===== src/rtl/game_pkg.sv =====
// Shared game types and constants used by the HUD/bar renderers.
package game_pkg;

   typedef enum logic [1:0] {
      ALIVE = 2'd0,
      HIT   = 2'd1,
      DEAD  = 2'd2
   } hp_state_t;

   localparam logic [11:0] YELLOW = 12'hFF0;
   localparam logic [11:0] DRAIN  = 12'hF80;
   localparam logic [11:0] RED    = 12'hF00;
   localparam logic [11:0] BLACK  = 12'h000;

   localparam int SCREEN_W = 1024;
   localparam int SCREEN_H = 768;

endpackage


===== src/rtl/hp_meter_frame_pulse.sv =====
// Frame pulse generator: one registered tick per video frame plus a
// free-running frame counter used for blink timing.
module frame_pulse (
   input  logic        clk,
   input  logic        rst,
   input  logic [10:0] hcount_in,
   input  logic [9:0]  vcount_in,
   output logic        frame_tick,
   output logic [7:0]  frame_count
);

   logic origin;
   assign origin = (hcount_in == 11'd0) && (vcount_in == 10'd0);

   // Register the frame-origin strobe and count frames.
   always_ff @(posedge clk) begin
      if (rst) begin
         frame_tick  <= 1'b0;
         frame_count <= 8'd0;
      end else begin
         frame_tick <= origin;
         if (origin) frame_count <= frame_count + 8'd1;
      end
   end

endmodule


===== src/rtl/hp_meter.sv =====
// Player HP tracker with invincibility frames, a draining HP bar and a
// sticky game-over flag.
module hp_meter
   import game_pkg::*;
#(
   parameter int X         = 480,
   parameter int Y         = 584,
   parameter int WIDTH     = 96,
   parameter int HEIGHT    = 32,
   parameter int MAX_HP    = 24,
   parameter int PX_PER_HP = 4,
   parameter int DAMAGE    = 4,
   parameter int IFRAMES   = 60,
   parameter int DRAIN_DIV = 2
) (
   input  logic        clk,
   input  logic        rst,
   input  logic [10:0] hcount_in,
   input  logic [9:0]  vcount_in,
   input  logic        damage_in,
   output logic [7:0]  hp_out,
   output logic        dead_out,
   output logic [11:0] pixel_out
);

   localparam int IW = $clog2(IFRAMES + 1);
   localparam int DW = (DRAIN_DIV > 1) ? $clog2(DRAIN_DIV) : 1;

   logic          frame_tick;
   logic [7:0]    frame_count;
   logic          unused_fc;
   logic          damage_p1;
   logic          hit;
   hp_state_t     state, state_nxt;
   logic [7:0]    hp, hp_nxt, disp_hp;
   logic [IW-1:0] iframe_cnt, iframe_nxt;
   logic [DW-1:0] drain_cnt;
   logic [11:0]   h12, v12, col, hp_px, disp_px, pixel_nxt;
   logic          in_box, blink;

   // Damage saturates at zero so HP can never wrap to a large value.
   function automatic logic [7:0] sat_sub(input logic [7:0] a);
      return (a > 8'(DAMAGE)) ? a - 8'(DAMAGE) : 8'd0;
   endfunction

   // HP units to bar pixels (constant multiply only).
   function automatic logic [11:0] bar_px(input logic [7:0] v);
      return {4'd0, v} * 12'(PX_PER_HP);
   endfunction

   frame_pulse u_frame_pulse (
      .clk         (clk),
      .rst         (rst),
      .hcount_in   (hcount_in),
      .vcount_in   (vcount_in),
      .frame_tick  (frame_tick),
      .frame_count (frame_count)
   );

   assign unused_fc = ^{frame_count[7:3], frame_count[1:0]};

   // Edge detect on damage: a held level only counts once.
   always_ff @(posedge clk) begin
      if (rst) damage_p1 <= 1'b0;
      else     damage_p1 <= damage_in;
   end
   assign hit = damage_in && !damage_p1;

   // FSM and HP state registers.
   always_ff @(posedge clk) begin
      if (rst) begin
         state      <= ALIVE;
         hp         <= 8'(MAX_HP);
         iframe_cnt <= '0;
      end else begin
         state      <= state_nxt;
         hp         <= hp_nxt;
         iframe_cnt <= iframe_nxt;
      end
   end

   // Next-state logic: hits only land in ALIVE; HIT counts down frames.
   always_comb begin
      state_nxt  = state;
      hp_nxt     = hp;
      iframe_nxt = iframe_cnt;
      case (state)
         ALIVE: begin
            if (hit) begin
               hp_nxt     = sat_sub(hp);
               iframe_nxt = IW'(IFRAMES);
               state_nxt  = (hp_nxt == 8'd0) ? DEAD : HIT;
            end
         end
         HIT: begin
            if (frame_tick) begin
               iframe_nxt = iframe_cnt - IW'(1);
               if (iframe_nxt == '0) state_nxt = ALIVE;
            end
         end
         DEAD: ;
         default: state_nxt = ALIVE;
      endcase
   end

   // Displayed bar trails true HP by one unit every DRAIN_DIV frames.
   always_ff @(posedge clk) begin
      if (rst) begin
         disp_hp   <= 8'(MAX_HP);
         drain_cnt <= '0;
      end else if (disp_hp == hp) begin
         drain_cnt <= '0;
      end else if (frame_tick) begin
         if (drain_cnt == DW'(DRAIN_DIV - 1)) begin
            disp_hp   <= disp_hp - 8'd1;
            drain_cnt <= '0;
         end else begin
            drain_cnt <= drain_cnt + DW'(1);
         end
      end
   end

   assign hp_out   = hp;
   assign dead_out = (state == DEAD);

   // Stage p0: box test and column compare on the incoming pixel position.
   assign h12     = {1'b0, hcount_in};
   assign v12     = {2'b0, vcount_in};
   assign col     = h12 - 12'(X);
   assign hp_px   = bar_px(hp);
   assign disp_px = bar_px(disp_hp);
   assign in_box  = (h12 >= 12'(X)) && (h12 < 12'(X + WIDTH)) &&
                    (v12 >= 12'(Y)) && (v12 < 12'(Y + HEIGHT));
   assign blink   = (state == HIT) && frame_count[2];

   // Colour select; exactly zero outside the box since sprites are summed.
   always_comb begin
      pixel_nxt = BLACK;
      if (in_box) begin
         if (col < hp_px)        pixel_nxt = blink ? BLACK : YELLOW;
         else if (col < disp_px) pixel_nxt = DRAIN;
         else                    pixel_nxt = RED;
      end
   end

   // Stage p1: registered pixel output.
   always_ff @(posedge clk) begin
      if (rst) pixel_out <= BLACK;
      else     pixel_out <= pixel_nxt;
   end

endmodule


===== config.mk =====
export PLATFORM = sky130hd
export DESIGN_NAME = hp_meter
export DESIGN_NICKNAME = d
export VERILOG_FILES = /design/src/rtl/game_pkg.sv /design/src/rtl/hp_meter_frame_pulse.sv /design/src/rtl/hp_meter.sv
export SDC_FILE = /design/constraint.sdc
export NUM_CORES = 1
export LEC_CHECK = 0
export CAP_MARGIN = 20
export CORE_UTILIZATION = 45
export DETAILED_ROUTE_END_ITERATION = 8
export GPL_ROUTABILITY_DRIVEN = 0
export PLACE_DENSITY = 0.76
export SLEW_MARGIN = 5
export SYNTH_ARGS = -nofsm -noshare
export SYNTH_HDL_FRONTEND = slang
export SYNTH_HIERARCHICAL = 1
export SYNTH_SLANG_ARGS = --single-unit
export TNS_END_PERCENT = 10

===== constraint.sdc =====
create_clock -name clk -period 3.75 [get_ports clk]
set_input_delay 0.75 -clock clk [delete_from_list [all_inputs] [get_ports clk]]
set_output_delay 0.75 -clock clk [all_outputs]
set_load 0.03 [all_outputs]

==> summary.md, run 1 <==
| Metric | Value |
|---|---|
| Outcome | completed |
| GRT Residual Overflow | 0 |
| Syn Inst Count | 272 |
| P_sw | 0.228 mW |
| Pins Over Slew Limit | 0 |
| Reg2reg setup slack | 1.47 ns |
| Top Ports | 45 |
| H-Tree Depth | 2 |
| Area growth, synth to finish | 21.0% |
| Switching share of power | 0.289 |
| Commonest non-fill, non-tap cell in the layout | clkdlybuf4s50_1 |
| # Post-CTS Setup Buffers | 0 |
| WS Path Type | input port to flop |
| CP Capture Type | flop |
| CP arrival | roughly 3.2 ns |
| Layout Cells excl Fill | 374 |
| Post-DP Area | between 0.002 and 0.003 mm^2 |
| Comb power frac | 0.201 |
| Clock network fraction of total power | 0.327 |
| Core Area | about 0.0048 mm^2 |
| CTS Hold Bufs | 0 |
| Number of global-route vias before repair | between 1500 and 2000 |
| # port buffers | 40 |
| Avg WL per Cell | 13.6 um |
| CTS Sinks | 33 |
| NumNets Final | 351 |
| Die span in y | ~73 um |
| CTS root buffer | clkbuf_8 |
| Clock skew | approximately 0.0019 ns |
| YS warnings | 6 |
| Dpl hpwl | 3920 um |
| Routed wl met2 | 2230 um |
| Largest net degree at the start of global routing | 35 |
| RSZ-0062 raised after global routing | no |
| Fin Hold WS | 0.484 ns |
| WL final | 5090 um |
| Post-CTS sizing | 0 |
| Site Rows | 25 |
| GRT Util Overall | 0.202 |
| Crit share post-route | 0.803 |
| Full die area | 0.00538 mm^2 |
| Layout cells sized above 1 | 0.0782 |
| CTS tree | built |
| Max IR drop VDD | 0.000304 V |
| Clk Latency, worst-skew pair | 0.28 ns |
| Vias | 2053 |
| Worst slack, placed | 0.476 ns |
| Internal cell power | ~0.56 mW |
| DRC | 0 |
| Final worst setup slack | 0.739 ns |
| Final hold violation count | 0 |
| First-pass GRT wire length | 8430 um |
| Met3 routed WL | 316 um |
| Req. time, crit path | 3.93 ns |
| Most frequent cells in the layout | clkdlybuf4s50_1 (40), dfxtp_1 (33), nor2_1 (25) |
| Die X | approximately 73 um |
| Setup TNS | 0 ns |
| Cell Area, Synth | 0.00229 mm^2 |
| DRT iter0 DRCs | 62 |
| Maxcap violations | 0 |
| Highest Signal Layer | met4 |
| Initial Utilization | 0.476 |
| Maximum clock insertion buffer count | 2 |
| Clock slew at reported path FFs | 0.07 ns |
| ANT nets after route | 0 |
| Worst hold path class | flop to flop |
| LEAKAGE | 1.10 nW |
| Vias per inst | 5.49 |
| Initial antenna violation count | 0 |
| Power Density | 285 mW/mm^2 |
| Avg Inst Size Synth | 8.42 um^2 |
| Min cycle time layout | ~3.0 ns |
| Reg power frac | 0.472 |
| Antenna diodes | 0 |
| TritonRoute pass-1 iters | 4 |
| CP Launch Type | input port |
| Placed cells | ~370 |
| # setup viols final | 0 |
| Achievable Freq | 332 MHz |
| Routed length on met1 | about 2400 um |
| Largest fanout on the critical path | 6 |
| Num CTS Buffers | 5 |
| Cell area after layout | roughly 0.0028 mm^2 |
## worst max-delay path, stage by stage
cell	delay [ns]
clkdlybuf4s50_1	0.59
ha_1	0.23
nand3_1	0.13
xor2_1	0.24
ha_1	0.28
and3_1	0.17
a221o_1	0.30
a41oi_1	0.30
a211o_1	0.15
a21oi_1	0.05
## power by group through the flow
stage / registers (mW) / clock network (mW) / logic [mW]
global route: 0.375 / 0.283 / 0.175
finish: 0.373 / 0.259 / 0.159
floorplan: 0.383 / 0 / 0.0972
CTS: 0.373 / 0.270 / 0.159
detailed placement: 0.381 / 0 / 0.157
global placement: 0.381 / 0 / 0.154
## cell type report
cell class                      instances  area, um^2
Multi-Input combinational cell        204        1460
Sequential cell                        33         661
Fill cell                             468        2040
Inverter                               21        78.8
Clock buffer                            5        68.8
Timing Repair Buffer                   41         408
Tap cell                               67        83.8
Clock inverter                          3        17.5
## flip-flops by register name, indices dropped and copies added (netlist names)
name	count
drain_cnt	1
iframe_cnt	6
hp_out	8
pixel_out	3
state	2
u_frame_pulse/frame_count	3
damage_p1	1
disp_hp	8
u_frame_pulse/frame_tick	1
## final timing paths
| path | from | endpoint | depth (start not counted) |
|---|---|---|---|
| setup / recovery | hcount_in[6] | pixel_out[7] | 10 |
| hold / removal | u_frame_pulse/frame_count[1] | u_frame_pulse/frame_count[1] | 2 |
| setup reg to reg | hp_out[2] | state[1] | 7 |
| hold reg to reg | u_frame_pulse/frame_count[1] | u_frame_pulse/frame_count[1] | 2 |
## stage by stage
| stage | utilization | power (mW) |
|---|---|---|
| after floorplan | - | 0.480 |
| after global routing | 0.576 | 0.833 |
| after CTS | 0.576 | 0.801 |
| after detailed placement | 0.558 | 0.538 |
| final | 0.576 | 0.790 |
| after global placement | 0.558 | 0.534 |
## routing by layer
layer  up-vias  global-route usage
met3        12              0.0439
met4         0              0.0962
met5         -                   0
met2        63               0.318
met1       938               0.264
li1       1040                   -
(Power assumes the default switching activity.)
==> run 2: changes to the inputs <==
- clock period: 3.75 -> 3.2 ns (I/O delays scaled with it)
==> run 2 against run 1 <==
Against the previous run:
- clock-buffer cell count stayed put
- register-to-register slack lost 0.55 ns
- final area rose by 0.54%
- largest cell class unchanged
- sequential power grew 17%
- global-route usage fell by 0.73 points
- highest routed layer unchanged
- critical path depth is 1 lower
==> summary.md, run 2 (synthesis results as in run 1) <==
| Metric | Value |
|---|---|
| Outcome | completed (unchanged) |
| Maximum clock insertion buffer count | 2 (unchanged) |
| Vias | 2053 (unchanged) |
| Clock skew | 0.00461 ns (was 0.00187 ns) |
| RSZ-0062 raised after global routing | no (unchanged) |
| Crit share post-route | 0.876 |
| Vias per inst | 5.46 (was 5.49) |
| Clock slew at reported path FFs | 0.07 ns (about the same) |
| Layout cells sized above 1 | 0.0841 (was 0.0782) |
| Core Area | 0.00482 mm^2 (unchanged) |
| # port buffers | 40 (unchanged) |
| Die X | 73.4 um (unchanged) |
| DRT iter0 DRCs | 109 (was 62) |
| Maxcap violations | 0 (unchanged) |
| # Post-CTS Setup Buffers | 0 (unchanged) |
| Largest net degree at the start of global routing | 34 (was 35) |
| CTS root buffer | clkbuf_8 (unchanged) |
| Full die area | 0.00538 mm^2 (unchanged) |
| CTS Sinks | 33 (unchanged) |
| WP buf/inv | 1 (unchanged) |
| ANT nets after route | 0 (unchanged) |
| WS Path Type | input port to flop (unchanged) |
| GRT Util Overall | 0.195 (was 0.202) |
| # setup viols final | 0 (unchanged) |
| NumNets Final | 353 (was 351) |
| Final hold violation count | 0 (unchanged) |
| Commonest non-fill, non-tap cell in the layout | clkdlybuf4s50_1 (unchanged) |
| CP Launch Type | input port (unchanged) |
| Number of global-route vias before repair | 1809 (was 1888) |
| Clk Latency, worst-skew pair | 0.29 ns (was 0.28 ns) |
| Achievable Freq | between 300 and 400 MHz |
| Layout Cells excl Fill | 376 (was 374) |
| Slowest stage cell, crit path | clkdlybuf4s50_1 (unchanged) |
| Fill cells | 444 (was 468) |
| WL final | 5140 um (was 5090 um) |
| Post-CTS sizing | 0 (unchanged) |
| Area growth, synth to finish | 21.7% (was 21.0%) |
| Pwr Total | 0.932 mW (was 0.790 mW) |
| Worst hold path class | flop to flop (unchanged) |
| Largest fanout on the critical path | 4 (was 6) |
| Max IR drop VDD | 0.000235 V (was 0.000304 V) |
| Power Density | 334 mW/mm^2 (was 285 mW/mm^2) |
| Pins Over Slew Limit | 0 (unchanged) |
| TritonRoute pass-1 iters | 5 (was 4) |
| Initial antenna violation count | 0 (unchanged) |
| GRT Residual Overflow | 0 (unchanged) |
| Min cycle time layout | 2.80 ns |
| CTS tree | built (unchanged) |
| Initial Utilization | 0.476 (unchanged) |
| Top Ports | 45 (unchanged) |
| Placed cells | 368 (was 366) |
| Dpl hpwl | 3900 um (was 3920 um) |
| Die span in y | 73.4 um (unchanged) |
| H-Tree Depth | 2 (unchanged) |
| DRC | 0 (unchanged) |
| First-pass GRT wire length | 8040 um (was 8430 um) |
| Num CTS Buffers | 5 (unchanged) |
| CTS Hold Bufs | 0 (unchanged) |
| Crit-path leading delay family | compound AO/OA/AOI/OAI gates (unchanged) |
| Setup TNS | 0 ns (unchanged) |
| Crit-path cells | clkdlybuf4s50_1 > ha_1 > nand3_1 > xor2_1 > ha_1 > and3_1 > a221o_1 > a41oi_1 > a41oi_1 (was clkdlybuf4s50_1 > ha_1 > nand3_1 > xor2_1 > ha_1 > and3_1 > a221o_1 > a41oi_1 > a211o_1 > a21oi_1) |
| CP arrival | 2.96 ns (was 3.19 ns) |
| Avg WL per Cell | 13.7 um (was 13.6 um) |
| Antenna diodes | 0 (unchanged) |
| Site Rows | 25 (unchanged) |
| Slowest stage delay, CP | 0.50 ns (was 0.59 ns) |
| LEAKAGE | 1.11 nW (was 1.10 nW) |
| CP Capture Type | flop (unchanged) |
| Most frequent cells in the layout | clkdlybuf4s50_1 (40), dfxtp_1 (33), nor2_1 (25) (unchanged) |
| Req. time, crit path | 3.35 ns (was 3.93 ns) |
==> run 2: cell count changes in the layout (fill, tap and decap cells not counted), sizes merged <==
cell | before | now
buf | 1 | 3
==> run 2: cell type report <==
type                       count  area (um^2)  share of cell area
clock buffer                   5         68.8              0.0247
timing repair buffer          43          423               0.152
clock inverter                 3         17.5             0.00628
sequential                    33          661               0.237
multi-input combinational    204         1460               0.522
tap                           67         83.8              0.0301
inverter                      21         78.8              0.0283
==> run 2: stage by stage <==
stage	util	worst slack (ns)	area, um^2	hold WS [ns]
global placement	0.561	0.231	2700	0.466
finish	0.579	0.397	2790	0.495
floorplan	-	0.813	2300	0.448
detailed placement	0.561	0.140	2700	0.479
CTS	0.579	0.431	2790	0.494
global route	0.579	0.259	2790	0.524
==> run 2: power breakdown <==
part / switching [mW] / leakage [nW] / internal [mW] / total (mW)
Sequential: 0.0158 / 0.268 / 0.421 / 0.437
Clock: 0.159 / 0.0439 / 0.150 / 0.308
Combinational: 0.0974 / 0.796 / 0.0889 / 0.186
Total: 0.272 / 1.11 / 0.660 / 0.932
==> run 2: path summary, 6_finish.rpt <==
check / from / slack [ns] / cells past startpoint / to
worst max-delay path: hcount_in[6] / 0.40 / 9 / pixel_out[10]
worst min-delay path: iframe_cnt[0] / 0.50 / 2 / iframe_cnt[0]
worst max register to register: hp_out[2] / 0.92 / 7 / state[1]
worst min register to register: iframe_cnt[0] / 0.50 / 2 / iframe_cnt[0]
==> run 2: per-layer routing <==
metal | routed length [um] | global-route usage | vias up
met5 | 0 | 0 | -
met4 | 115 | 0.0876 | 0
met3 | 326 | 0.0343 | 10
met2 | 2240 | 0.311 | 68
met1 | 2460 | 0.258 | 943
li1 | - | - | 1032
==> run 2: worst reg2reg max path, delay by kind of cell, from the launching register on <==
kind | cells | cell delay [ns]
buffers and inverters | 1 | 0.17
AND/OR/NAND/NOR | 2 | 0.64
AO/OA/AOI/OAI | 3 | 0.64
adder cells (fa/ha/maj) | 1 | 0.32
flip-flops | 1 | 0.46
==> run 3: changes to the inputs <==
--- a/config.mk
+++ b/config.mk
@@ -9,5 +9,4 @@
 export CORE_UTILIZATION = 45
 export DETAILED_ROUTE_END_ITERATION = 8
-export GPL_ROUTABILITY_DRIVEN = 0
 export PLACE_DENSITY = 0.76
 export SLEW_MARGIN = 5
==> constraint.sdc (replaced) <==
create_clock -name clk -period 3.2 [get_ports clk]
set_input_delay 0.48 -clock clk [delete_from_list [all_inputs] [get_ports clk]]
set_output_delay 0.48 -clock clk [all_outputs]
set_load 0.03 [all_outputs]
==> run 3 against run 2 <==
Against the previous run:
- setup slack better by 0.049 ns
- maximum frequency up 1.8%
- first-iteration DRC count decreased by 11%
- sequential power hardly changed
- global-route usage increased by 0.68 points
- critical path type unchanged
- largest cell class unchanged
- largest power group unchanged
- highest routed layer unchanged
==> summary.md, run 3 (synthesis results as in run 1) <==
| Metric | Value |
|---|---|
| CTS tree | built (unchanged) |
| Post-CTS sizing | 0 (unchanged) |
| Full die area | 0.00538 mm^2 (unchanged) |
| # port buffers | 40 (unchanged) |
| Num CTS Buffers | 5 (unchanged) |
| Power Density | 337 mW/mm^2 (was 334 mW/mm^2) |
| Min cycle time layout | 2.75 ns (was 2.80 ns) |
| WL final | 5140 um (about the same) |
| ANT nets after route | 0 (unchanged) |
| Top Ports | 45 (unchanged) |
| Final hold violation count | 0 (unchanged) |
| Routed length on met1 | 2520 um (was 2460 um) |
| CP arrival | 2.94 ns (was 2.96 ns) |
| Initial antenna violation count | 0 (unchanged) |
| NumNets Final | 351 (was 353) |
| Area growth, synth to finish | 21.0% (was 21.7%) |
| Cells on worst reg2reg path | 7 (unchanged) |
| Setup TNS | 0 ns (unchanged) |
| Pwr Total | 0.934 mW (was 0.932 mW) |
| CP endpoint | pixel_out[7] (was pixel_out[10]) |
| Worst Tran Pin Value | 0.515 ns |
| Antenna diodes | 0 (unchanged) |
| Met3 routed WL | 317 um (was 326 um) |
| Clock slew at reported path FFs | 0.07 ns (about the same) |
| Slew margin rel. | 0.654 |
| Reg-to-reg endpoint | state[1] (unchanged) |
| CP Capture Type | flop (unchanged) |
| TritonRoute pass-1 iters | 4 (was 5) |
| Achievable Freq | 363 MHz (was 357 MHz) |
| Worst hold path class | flop to flop (unchanged) |
| Post-DP Area | 0.00269 mm^2 (was 0.00270 mm^2) |
| Pins Over Slew Limit | 0 (unchanged) |
| Clk Latency, worst-skew pair | 0.29 ns (about the same) |
| CTS Hold Bufs | 0 (unchanged) |
| Fill cells | 462 (was 444) |
| Maxcap violations | 0 (unchanged) |
| H-Tree Depth | 2 (unchanged) |
| Most frequent cells in the layout | clkdlybuf4s50_1 (40), dfxtp_1 (33), nor2_1 (25) (unchanged) |
| R2R Path Start | hp_out[2] (unchanged) |
| Vias per inst | 5.50 (was 5.46) |
| Fin Hold WS | 0.485 ns (was 0.495 ns) |
| Initial Utilization | 0.476 (unchanged) |
| Highest Signal Layer | met4 (unchanged) |
| Commonest non-fill, non-tap cell in the layout | clkdlybuf4s50_1 (unchanged) |
| WS Path Type | input port to flop (unchanged) |
| First-pass GRT wire length | 8360 um (was 8040 um) |
| GRT Util Overall | 0.202 (was 0.195) |
| Die X | 73.4 um (unchanged) |
| Clock skew | 0.00685 ns (was 0.00461 ns) |
| Dpl hpwl | 3890 um (was 3900 um) |
| Layout cells sized above 1 | 0.0782 (was 0.0841) |
| Req. time, crit path | 3.39 ns (was 3.35 ns) |
| Max IR drop VDD | 0.000227 V (was 0.000235 V) |
| Site Rows | 25 (unchanged) |
| Most used cell along the critical path | ha_1 |
| LEAKAGE | 1.10 nW (was 1.11 nW) |
| Die span in y | 73.4 um (unchanged) |
| Crit share post-route | 0.860 (was 0.876) |
| CTS Sinks | 33 (unchanged) |
| RSZ-0062 raised after global routing | no (unchanged) |
| CP Launch Type | input port (unchanged) |
| DRC | 0 (unchanged) |
| CTS root buffer | clkbuf_8 (unchanged) |
| GRT Residual Overflow | 0 (unchanged) |
| Maximum clock insertion buffer count | 2 (unchanged) |
| Cell area after layout | 0.00277 mm^2 (was 0.00279 mm^2) |
| Area of the multi-input gates | 0.00146 mm^2 (unchanged) |
| Number of global-route vias before repair | 1860 (was 1809) |
| Reg area | 661 um^2 (unchanged) |
| DRT iter0 DRCs | 97 (was 109) |
| Critical Path Source | hcount_in[6] (unchanged) |
| # Post-CTS Setup Buffers | 0 (unchanged) |
| Vias | 2057 (was 2053) |
| # setup viols final | 0 (unchanged) |
| Outcome | completed (unchanged) |
| Avg WL per Cell | 13.7 um (about the same) |
| Reg2reg setup slack | 0.87 ns (was 0.92 ns) |
| Routed wl met2 | 2230 um (was 2240 um) |
| Core Area | 0.00482 mm^2 (unchanged) |
| Largest net degree at the start of global routing | 34 (unchanged) |
| Slowest stage delay, CP | 0.58 ns (was 0.50 ns) |
| Slowest stage cell, crit path | clkdlybuf4s50_1 (unchanged) |
| GP Congestion | 0.865 |
| Largest fanout on the critical path | 6 (was 4) |
| Crit-path cells | clkdlybuf4s50_1 > ha_1 > nand3_1 > xor2_1 > ha_1 > and3_1 > a221o_1 > a41oi_1 > a211o_1 > a21oi_1 (was clkdlybuf4s50_1 > ha_1 > nand3_1 > xor2_1 > ha_1 > and3_1 > a221o_1 > a41oi_1 > a41oi_1) |
-- run 3: cell type report --
type,count,share of cell area
Multi-Input combinational cell,204,0.525
Sequential cell,33,0.238
Timing Repair Buffer,41,0.147
Tap cell,67,0.0302
Inverter,21,0.0284
Clock buffer,5,0.0248
Clock inverter,3,0.00632
-- run 3: per-layer routing --
metal / up-vias / global-route usage
li1: 1036 / -
met3: 7 / 0.0384
met4: 0 / 0.0919
met2: 72 / 0.310
met5: - / 0
met1: 942 / 0.274
-- run 3: through the flow --
stage / worst slack (ns) / instances / utilization
after global routing: 0.249 / 374 / 0.576
final: 0.447 / 374 / 0.576
after CTS: 0.453 / 374 / 0.576
after floorplan: 0.973 / 275 / -
after global placement: 0.278 / 366 / 0.558
after detailed placement: 0.162 / 366 / 0.558
-- run 3: worst min-delay path by stage --
stage | cells past startpoint | start | slack [ns] | endpoint
after floorplan | 1 | iframe_cnt[5] | 0.45 | iframe_cnt[5]
after global placement | 2 | u_frame_pulse/frame_count[1] | 0.46 | u_frame_pulse/frame_count[1]
after detailed placement | 2 | u_frame_pulse/frame_count[1] | 0.48 | u_frame_pulse/frame_count[1]
after CTS | 2 | u_frame_pulse/frame_count[1] | 0.49 | u_frame_pulse/frame_count[1]
after global routing | 2 | u_frame_pulse/frame_count[1] | 0.51 | u_frame_pulse/frame_count[1]
final | 2 | u_frame_pulse/frame_count[1] | 0.48 | u_frame_pulse/frame_count[1]
-- run 3: critical path, delay by kind of cell --
kind            cells  cell delay, ns
fa+ha+maj           2            0.51
xor+xnor            1            0.23
compound gates      4            0.81
simple gates        2            0.31
buf+inv             1            0.58
-- run 3: report_power, final --
| part | internal [mW] | switching [mW] |
|---|---|---|
| clock | 0.150 | 0.161 |
| combinational | 0.0875 | 0.0974 |
| sequential | 0.421 | 0.0163 |
| total | 0.659 | 0.275 |
